===== src/rtl/whack_pkg.sv =====
// rtl/whack_pkg.sv - shared state encoding and LFSR constants for whack_target_ctrl
//
// Contents:
//   whack_state_e  controller states (IDLE, OFF, ON, DONE)
//   LFSR_W         LFSR width (8)
//   LFSR_TAPS      feedback taps for x^8+x^6+x^5+x^4+1 (bits 7,5,4,3)
//   lfsr_next()    one Fibonacci shift step
package whack_pkg;

  typedef enum logic [1:0] {
    ST_IDLE = 2'd0,
    ST_OFF  = 2'd1,
    ST_ON   = 2'd2,
    ST_DONE = 2'd3
  } whack_state_e;

  localparam int LFSR_W = 8;

  // Polynomial terms x^8, x^6, x^5, x^4 map to register bits 7, 5, 4, 3.
  localparam logic [LFSR_W-1:0] LFSR_TAPS = 8'b1011_1000;

  // Shift left, feedback enters at bit 0.
  function automatic logic [LFSR_W-1:0] lfsr_next(input logic [LFSR_W-1:0] s);
    return {s[LFSR_W-2:0], ^(s & LFSR_TAPS)};
  endfunction

endpackage


===== src/rtl/whack_target_ctrl_btn_sync_edge.sv =====
// rtl/whack_target_ctrl_btn_sync_edge.sv - per-channel 2-flop synchronizer and rising-edge detector
//
// Module btn_sync_edge
//   W      channel count
// Ports:
//   clk    in  1  system clock
//   rst_n  in  1  asynchronous active-low reset, all flops clear to 0
//   din    in  W  asynchronous raw inputs
//   rise   out W  one-cycle high when a synchronized channel goes 0 -> 1
module btn_sync_edge
  import whack_pkg::*;
#(
  parameter int W = 4
) (
  input  logic         clk,
  input  logic         rst_n,
  input  logic [W-1:0] din,
  output logic [W-1:0] rise
);

  logic [W-1:0] meta;
  logic [W-1:0] sync;
  logic [W-1:0] sync_d;

  always_ff @(posedge clk or negedge rst_n) begin
    if (!rst_n) begin
      meta   <= '0;
      sync   <= '0;
      sync_d <= '0;
    end else begin
      meta   <= din;
      sync   <= meta;
      sync_d <= sync;
    end
  end

  // Decoded straight from flops so the edge is seen in the cycle after
  // the second synchronizer stage captures it.
  assign rise = sync & ~sync_d;

endmodule


===== src/rtl/whack_target_ctrl.sv =====
// rtl/whack_target_ctrl.sv - multi-target reaction-game controller
//
// Optional feature macro: WHACK_PENALTY_EN (wrong-button edge during ON counts as a miss)
//
// Ports:
//   clk        in  1        system clock, rising edge
//   rst_n      in  1        asynchronous active-low reset
//   start      in  1        starts a round from IDLE or DONE
//   btn        in  N_TGT    raw buttons, active-high, asynchronous
//   tgt        out N_TGT    one-hot lit target, zero when dark
//   score      out SCORE_W  hits this round
//   miss_cnt   out SCORE_W  misses this round
//   hit        out 1        one-cycle pulse per hit
//   miss       out 1        one-cycle pulse per miss
//   led        out LED_N    thermometer of score, led[i] = score > i
//   game_over  out 1        high while in DONE
module whack_target_ctrl
  import whack_pkg::*;
#(
  parameter int                N_TGT      = 4,
  parameter int                ON_CYCLES  = 10,
  parameter int                OFF_CYCLES = 10,
  parameter int                SCORE_W    = 4,
  parameter int                SCORE_MAX  = 6,
  parameter int                MISS_MAX   = 3,
  parameter int                LED_N      = 6,
  parameter logic [LFSR_W-1:0] LFSR_SEED  = 8'hA5
) (
  input  logic               clk,
  input  logic               rst_n,
  input  logic               start,
  input  logic [N_TGT-1:0]   btn,
  output logic [N_TGT-1:0]   tgt,
  output logic [SCORE_W-1:0] score,
  output logic [SCORE_W-1:0] miss_cnt,
  output logic               hit,
  output logic               miss,
  output logic [LED_N-1:0]   led,
  output logic               game_over
);

  localparam logic [1:0] IDLE = ST_IDLE;
  localparam logic [1:0] OFF  = ST_OFF;
  localparam logic [1:0] ON   = ST_ON;
  localparam logic [1:0] DONE = ST_DONE;

  localparam int SEL_W   = $clog2(N_TGT);
  localparam int TMR_MAX = (ON_CYCLES > OFF_CYCLES) ? ON_CYCLES : OFF_CYCLES;
  localparam int TMR_W   = (TMR_MAX > 1) ? $clog2(TMR_MAX) : 1;

  localparam logic [TMR_W-1:0]   ON_LAST   = TMR_W'(ON_CYCLES - 1);
  localparam logic [TMR_W-1:0]   OFF_LAST  = TMR_W'(OFF_CYCLES - 1);
  localparam logic [SCORE_W-1:0] SCORE_LIM = SCORE_W'(SCORE_MAX);
  localparam logic [SCORE_W-1:0] MISS_LIM  = SCORE_W'(MISS_MAX);

  logic [1:0]         state;
  logic [TMR_W-1:0]   timer;
  logic [LFSR_W-1:0]  lfsr;
  logic [N_TGT-1:0]   rise;
  logic [SCORE_W-1:0] score_inc;
  logic [SCORE_W-1:0] miss_inc;
  logic               hit_edge;
  logic               miss_now;

  btn_sync_edge #(
    .W (N_TGT)
  ) u_btn (
    .clk   (clk),
    .rst_n (rst_n),
    .din   (btn),
    .rise  (rise)
  );

  assign score_inc = score + 1'b1;
  assign miss_inc  = miss_cnt + 1'b1;

  // tgt holds the one-hot of the lit index while in ON, so it doubles as
  // the selected-button mask.
  assign hit_edge = |(rise & tgt);

`ifdef WHACK_PENALTY_EN
  logic wrong_edge;
  assign wrong_edge = |(rise & ~tgt);
  assign miss_now   = wrong_edge || (timer == ON_LAST);
`else
  assign miss_now   = (timer == ON_LAST);
`endif

  always_ff @(posedge clk or negedge rst_n) begin
    if (!rst_n) begin
      state     <= IDLE;
      timer     <= '0;
      lfsr      <= LFSR_SEED;
      tgt       <= '0;
      score     <= '0;
      miss_cnt  <= '0;
      hit       <= 1'b0;
      miss      <= 1'b0;
      led       <= '0;
      game_over <= 1'b0;
    end else begin
      lfsr <= lfsr_next(lfsr);
      hit  <= 1'b0;
      miss <= 1'b0;

      // Follows the registered score, so it trails score by one cycle.
      for (int i = 0; i < LED_N; i++) begin
        led[i] <= (int'(score) > i);
      end

      case (state)
        IDLE, DONE: begin
          if (start) begin
            score     <= '0;
            miss_cnt  <= '0;
            timer     <= '0;
            game_over <= 1'b0;
            state     <= OFF;
          end
        end

        OFF: begin
          if (timer == OFF_LAST) begin
            timer <= '0;
            tgt   <= N_TGT'(1) << lfsr[SEL_W-1:0];
            state <= ON;
          end else begin
            timer <= timer + 1'b1;
          end
        end

        ON: begin
          // Hit is tested first so it wins over a same-cycle expiry or
          // wrong-button edge.
          if (hit_edge) begin
            hit   <= 1'b1;
            score <= score_inc;
            tgt   <= '0;
            timer <= '0;
            if (score_inc == SCORE_LIM) begin
              state     <= DONE;
              game_over <= 1'b1;
            end else begin
              state <= OFF;
            end
          end else if (miss_now) begin
            miss     <= 1'b1;
            miss_cnt <= miss_inc;
            tgt      <= '0;
            timer    <= '0;
            if (miss_inc == MISS_LIM) begin
              state     <= DONE;
              game_over <= 1'b1;
            end else begin
              state <= OFF;
            end
          end else begin
            timer <= timer + 1'b1;
          end
        end

        default: begin
          state <= IDLE;
          tgt   <= '0;
          timer <= '0;
        end
      endcase
    end
  end

endmodule


===== config.mk =====
export PLATFORM = sky130hd
export DESIGN_NAME = whack_target_ctrl
export DESIGN_NICKNAME = d
export VERILOG_FILES = /design/src/rtl/whack_pkg.sv /design/src/rtl/whack_target_ctrl_btn_sync_edge.sv /design/src/rtl/whack_target_ctrl.sv
export SDC_FILE = /design/constraint.sdc
export NUM_CORES = 1
export LEC_CHECK = 0
export CORE_ASPECT_RATIO = 1.75
export CORE_MARGIN = 3
export CORE_UTILIZATION = 24
export DETAILED_ROUTE_END_ITERATION = 16
export PLACE_DENSITY = 0.47
export SLEW_MARGIN = 20
export SYNTH_ARGS = -nofsm -noshare
export SYNTH_HDL_FRONTEND = slang
export SYNTH_HIERARCHICAL = 1
export SYNTH_SLANG_ARGS = --single-unit

===== constraint.sdc =====
create_clock -name clk -period 1.5 [get_ports clk]
set_input_delay 0.3 -clock clk [delete_from_list [all_inputs] [get_ports clk]]
set_output_delay 0.3 -clock clk [all_outputs]
set_load 0.02 [all_outputs]

Word level (Yosys, flattened, before mapping)
Cells that the tools add are included.
{"block": "op_classes", "n_mux": 31, "bitwise_logic": 3, "shifts": 1, "n_addsub": 3, "n_reduce_logical": 11, "order_cmp": 6, "eq_ne": 14}
{"op": "$mux 4", "count": 9}
{"op": "$pmux 4 s2", "count": 3}
{"op": "$add 4x1->4 const B", "count": 3}
{"op": "$mux 2", "count": 6}
{"op": "$pmux 4 s3", "count": 1}
{"op": "$mux 1", "count": 10}
{"op": "$ne 2x2->1 const B", "count": 5}
{"op": "$ne 3x3->1 const B", "count": 3}
{"op": "$reduce_and 3->1", "count": 3}
{"op": "$and 4x4->4", "count": 2}
{"op": "$gt 4x1->1 const B", "count": 2}
{"op": "$gt 4x2->1 const B", "count": 2}
{"op": "$gt 4x3->1 const B", "count": 2}
{"op": "$reduce_xor 8->1", "count": 1}
{"op": "$pmux 2 s3", "count": 1}
{"op": "$reduce_and 5->1", "count": 1}
{"op": "$eq 2x2->1 const B", "count": 2}
{"op": "$eq 4x2->1 const B", "count": 1}
{"op": "$eq 4x3->1 const B", "count": 1}
{"op": "$eq 4x4->1 const B", "count": 1}
{"op": "$not 4->4", "count": 1}
{"op": "$reduce_and 4->1", "count": 1}
{"op": "$reduce_bool 2->1", "count": 2}
{"op": "$reduce_or 4->1", "count": 1}
{"op": "other kinds (5)", "count": 5}
{"block": "word_totals", "input_bits": 7, "word_cells": 82, "output_inout_bits": 21, "regBits": 47}

Longest topological paths before layout
{"block": "depth", "depth_word": 6, "ltp_mapped": 8, "depth_no_buf": 6}

Hierarchy
The synthesis kept the hierarchy.
{"module": "whack_target_ctrl", "instances": 1, "seq_area_each_um2": 880.8, "area_per_inst_um2": 1998.2, "cells_each": 179}
{"module": "btn_sync_edge", "instances": 1, "seq_area_each_um2": 300.3, "area_per_inst_um2": 355.3, "cells_each": 16}

Worst setup path after synthesis
Ideal clock, no wire load.
{"block": "synth_path", "path_type": "flip-flop to flip-flop", "startpoint": "reg miss_cnt[0]", "endpoint": "reg state[1]", "setup_ns": 0.122, "required_time_ns": 1.378, "period_less_slack_ns": 1.686, "path_buffers": 0, "slack_ns": -0.186, "stages_incl_launch_ff": 7, "arrival_time_ns": 1.564, "cell_sequence": "dfrtp_1 -> inv_1 -> ha_1 -> and3_1 -> a31oi_1 -> o221ai_1 -> a32o_1"}
{"block": "synth_via", "elab_chain_len": 6}
{"item": "start, declared", "line": "whack_target_ctrl.sv:35", "text": "output logic [SCORE_W-1:0] miss_cnt,"}
{"item": "start signal, assigned", "line": "whack_target_ctrl.sv:148", "text": "miss_cnt <= miss_inc;"}
{"item": "$add 4x1->4", "line": "whack_target_ctrl.sv:75", "text": "assign miss_inc = miss_cnt + 1'b1;"}
{"item": "$eq 4x2->1", "line": "whack_target_ctrl.sv:151", "text": "if (miss_inc == MISS_LIM) begin"}
{"item": "$mux 2", "line": "whack_target_ctrl.sv:151"}
{"item": "$mux 2", "line": "whack_target_ctrl.sv:146", "text": "end else if (miss_now) begin"}
{"item": "$mux 2", "line": "whack_target_ctrl.sv:135", "text": "if (hit_edge) begin"}
{"item": "$pmux 2 s3", "line": "whack_target_ctrl.sv:111", "text": "case (state)"}
{"item": "end signal, assigned", "line": "whack_target_ctrl.sv:141", "text": "state <= DONE;"}
{"item": "end signal, assigned", "line": "whack_target_ctrl.sv:152", "text": "state <= DONE;"}
{"item": "end signal, assigned", "line": "whack_target_ctrl.sv:155", "text": "state <= OFF;"}
{"item": "end, declared", "line": "whack_target_ctrl.sv:56", "text": "logic [1:0] state;"}
Every way passes these cells. The select of a mux whose other input is x is not followed.
A chain may end at the register's enable or synchronous reset.

Worst setup path in the final report
{"block": "layout_path", "startpoint": "reg u_btn.sync_d[0]", "endpoint": "reg tgt[1]"}
{"block": "layout_via", "elab_chain_len": 6, "elab_cells_between_ends": 8, "classes_between": "1 x eq/ne; 2 x mux; 3 x bitwise; 2 x reduce/logical"}
{"item": "start, declared", "line": "whack_target_ctrl_btn_sync_edge.sv:23", "text": "logic [W-1:0] sync_d;"}
{"item": "start signal, assigned", "line": "whack_target_ctrl_btn_sync_edge.sv:33", "text": "sync_d <= sync;"}
{"item": "$not 4->4 (*)", "line": "whack_target_ctrl_btn_sync_edge.sv:39", "text": "assign rise = sync & ~sync_d;"}
{"item": "$and 4x4->4 (*)", "line": "whack_target_ctrl_btn_sync_edge.sv:39"}
{"item": "named net rise[0]", "line": "whack_target_ctrl.sv:59", "text": "logic [N_TGT-1:0] rise;"}
{"item": "$and 4x4->4 (*)", "line": "whack_target_ctrl.sv:79", "text": "assign hit_edge = |(rise & tgt);"}
{"item": "$reduce_or 4->1 (*)", "line": "whack_target_ctrl.sv:79"}
{"item": "$ne 3x3->1 (no line) / $mux 4 (equally long branches)"}
{"item": "$reduce_and 3->1 (no line) / $pmux 4 s2 (equally long branches)"}
{"item": "end signal, assigned", "line": "whack_target_ctrl.sv:125", "text": "tgt <= N_TGT'(1) << lfsr[SEL_W-1:0];"}
{"item": "end, declared", "line": "whack_target_ctrl.sv:33", "text": "output logic [N_TGT-1:0] tgt,"}
The timed path passes the listed nets; every way through them passes the cells marked *.

==> qor.yml <==
dpl.hpwl_microns: 4260
num_antenna_cells: 0
setup_viol: 9
critPathMaxStageDelay_ns: 0.40
crit_type: "reg -> reg"
drc: 0
core_sq_um: 9530
tightest_slew_ns: 0.342
max_clock_freq_mhz: 630
cp_max_fo: 6
fin_area_sq_um: 3520
syn_area_per_cell_sq_um: 12.1
fin_crit_sh: 1.06
rsz0062_at_grt: "yes"
hold_viol_final: 0
cts-root-buf: "clkbuf_16"
area_growth_pct: 49.8
h-tree-depth: 2
min_path_type: "reg -> reg"
synth-async-reset-ratio: 1.00
ys.flop_type: "dfrtp_1"
grt_usage: 0.111
drt_iter0_markers: 60
worstPathCellList: "nor2b_4, a22o_4, o21ai_4, a22oi_4, mux2_4"
total_leakage_power_nw: 1.66
min_to: "u_btn/sync[0]"
insertion_delay_ns: 0.29
rows: 47
ir_drop_mv: 0.661
synth.most_common_cell: "dfrtp_1"
cap_viol_max_count: 0
die_area_sq_um: 11100
drt-total-wl_microns: 5810
yosysTopAreaCell: "dfrtp_1"
clk_pin_slew_worst_paths_ns: 0.06
routabilityCongestion: 0.791
critPathLaunchType: "register"
r2r-end: "tgt[1]"
grt_max_degree: 48
slew_violations: 0
cts_tree: "yes"
dpl_cell_area_sq_um: 3050
viasPerCell: 4.50
violations: "negative setup slack"
multiInputGateArea_sq_um: 1270
skew_ns: 0.00656
cp.arrival_ns: 1.76
yosysSeqAreaShare: 0.502
io_buffer_count: 27
worst_path_max_delay_cell: "dfrtp_1"
yosysWarnings: 6
post_drt_wl_per_cell_microns: 14.7
drt-pass1-iter-count: 4
finalCriticalPeriod_ns: 1.59
status: "finished, violations left"
worstRegToRegCells: 5
synth-edff-count: 0
chipHeight_microns: 137
synth.net_count: 213
cts_made_buffers: 5
ant_nets: 0
cts.sink_count: 47
syn_area_sq_um: 2350
finalNetCount: 291
hold_path_startpoint: "u_btn/meta[0]"
grt_pass1_wl_microns: 9290
netlist_instances: 195
ys_top_cells_by_count: "43 x dfrtp_1, 11 x ha_1, 11 x inv_1"
n_fill_cell: 975
vias: 1777
critPathCaptureType: "register"
synth_top_area_share: 0.457
reg2reg_slack_ns: -0.09
die_x_microns: 80.9
r2r-start: "u_btn/sync_d[0]"
worstPathRequired_ns: 1.67
ys_types: 50
timing.hold.ws_ns: 0.348
fin_ws_ns: -0.0885
grt_pass1_vias: 1805
initial_core_util: 0.247
ioPinCount: 28
min_path_cells: 0
clockBufferDepth: 2
fin_util: 0.370
slew_headroom: 0.772
antenna_found_initial: 0
drive_gt1_frac: 0.454
ys_ff_latch: 47
grt_overflow: 0
power.density_nw_per_um2: 1270
regArea_sq_um: 1190
ys_top_cells_by_area: "dfrtp_1 46%, ha_1 5.8%, dfstp_2 4.5%"
## critical path, delay by kind of cell (launching register included)
kind | cells | cell delay, ns
AO/OA/AOI/OAI | 3 | 0.58
flip-flops | 1 | 0.40
multiplexers | 1 | 0.33
AND/OR/NAND/NOR | 1 | 0.16
## state kept, by name, summed over array words and instances, names as in the netlist
| signal | flops |
|---|---|
| lfsr | 8 |
| led | 6 |
| miss_cnt | 4 |
| score | 4 |
| tgt | 4 |
| timer | 4 |
| u_btn/meta | 4 |
| u_btn/sync | 4 |
| u_btn/sync_d | 4 |
| state | 2 |
| game_over | 1 |
| hit | 1 |
| miss | 1 |
## metal layers
| layer | track usage | up-vias | routed length, microns |
|---|---|---|---|
| li1 | - | 854 | - |
| met1 | 0.124 | 898 | 2250 |
| met2 | 0.200 | 17 | 3320 |
| met3 | 0.0171 | 8 | 105 |
| met4 | 0.0555 | 0 | 135 |
| met5 | 0 | - | 0 |
## timing repair
| action | 4_1_cts | 5_1_grt |
|---|---|---|
| pin swaps | 9 | 23 |
| hold endpoints to repair | 3 | 0 |
| endpoints found under the setup margin | 37 | 22 |
| resized for setup | 39 | 34 |
| setup buffers | 3 | 12 |
| hold buffers | 1 | 0 |
## final cells by class
cell class	count	area share
tap	122	0.0433
multi-input combinational	127	0.361
timing repair buffer	81	0.201
sequential	47	0.337
inverter	11	0.0128
clock inverter	1	0.00852
clock buffer	6	0.0366
## power breakdown
part           total, mW  switching [mW]  internal, mW
clock               1.23           0.453         0.778
sequential          1.50           0.110          1.39
combinational       1.75           0.924         0.825
## kinds of logic (layout without fill, tap and decap cells)
logic type | count (synthesis) | count (layout) | synth area share
compound gates | 48 | 48 | 0.189
xor+xnor | 4 | 4 | 0.0149
fa+ha+maj | 11 | 11 | 0.0585
buf+inv | 21 | 99 | 0.0415
flops | 47 | 47 | 0.502
mux | 11 | 11 | 0.0553
simple gates | 53 | 53 | 0.139
## metrics by stage
step | power (mW) | worst slack (ns) | TNS (ns) | instances
finish | 4.48 | -0.0885 | -0.509 | 395
global route | 4.74 | -0.164 | -1.54 | 395
CTS | 4.28 | -0.0720 | -0.440 | 383
detailed placement | 3.00 | -0.118 | -1.09 | 373
global placement | 2.99 | -0.0988 | -0.835 | 373
floorplan | 2.40 | -0.00367 | -0.00455 | 195
## worst max path at each step
stage                    start       end  slack [ns]  cells after the start
3_5_place_dp             start  score[3]       -0.12                      6
3_3_place_gp             start  score[3]        -0.1                      6
5_1_grt               timer[1]    tgt[0]       -0.16                      6
2_1_floorplan      miss_cnt[0]  state[1]      -0.004                      6
6_report       u_btn/sync_d[0]    tgt[1]       -0.09                      5
4_1_cts        u_btn/sync_d[0]    tgt[3]       -0.07                      5
## placed cells by master, fill, tap and decap left out, types with 3 or more instances in the layout
cell / instances
buf_4: 42
dfrtp_1: 38
dlygate4sd2_1: 19
nor2_1: 10
nand2_1: 8
o21ai_0: 8
buf_6: 8
inv_1: 7
mux2i_1: 6
nand3_1: 6
ha_1: 6
nor2b_4: 5
clkbuf_16: 5
clkdlybuf4s50_1: 5
dfrtp_2: 5
mux2_4: 4
dfstp_2: 4
inv_2: 3
a22oi_4: 3
a21oi_1: 3
a31oi_4: 3
o21ai_1: 3
nand3b_1: 3
a31oi_1: 3
nor3_2: 3
o221ai_1: 3
o41ai_2: 3
ha_2: 3
No activity file was read; power rests on OpenSTA's default activity.
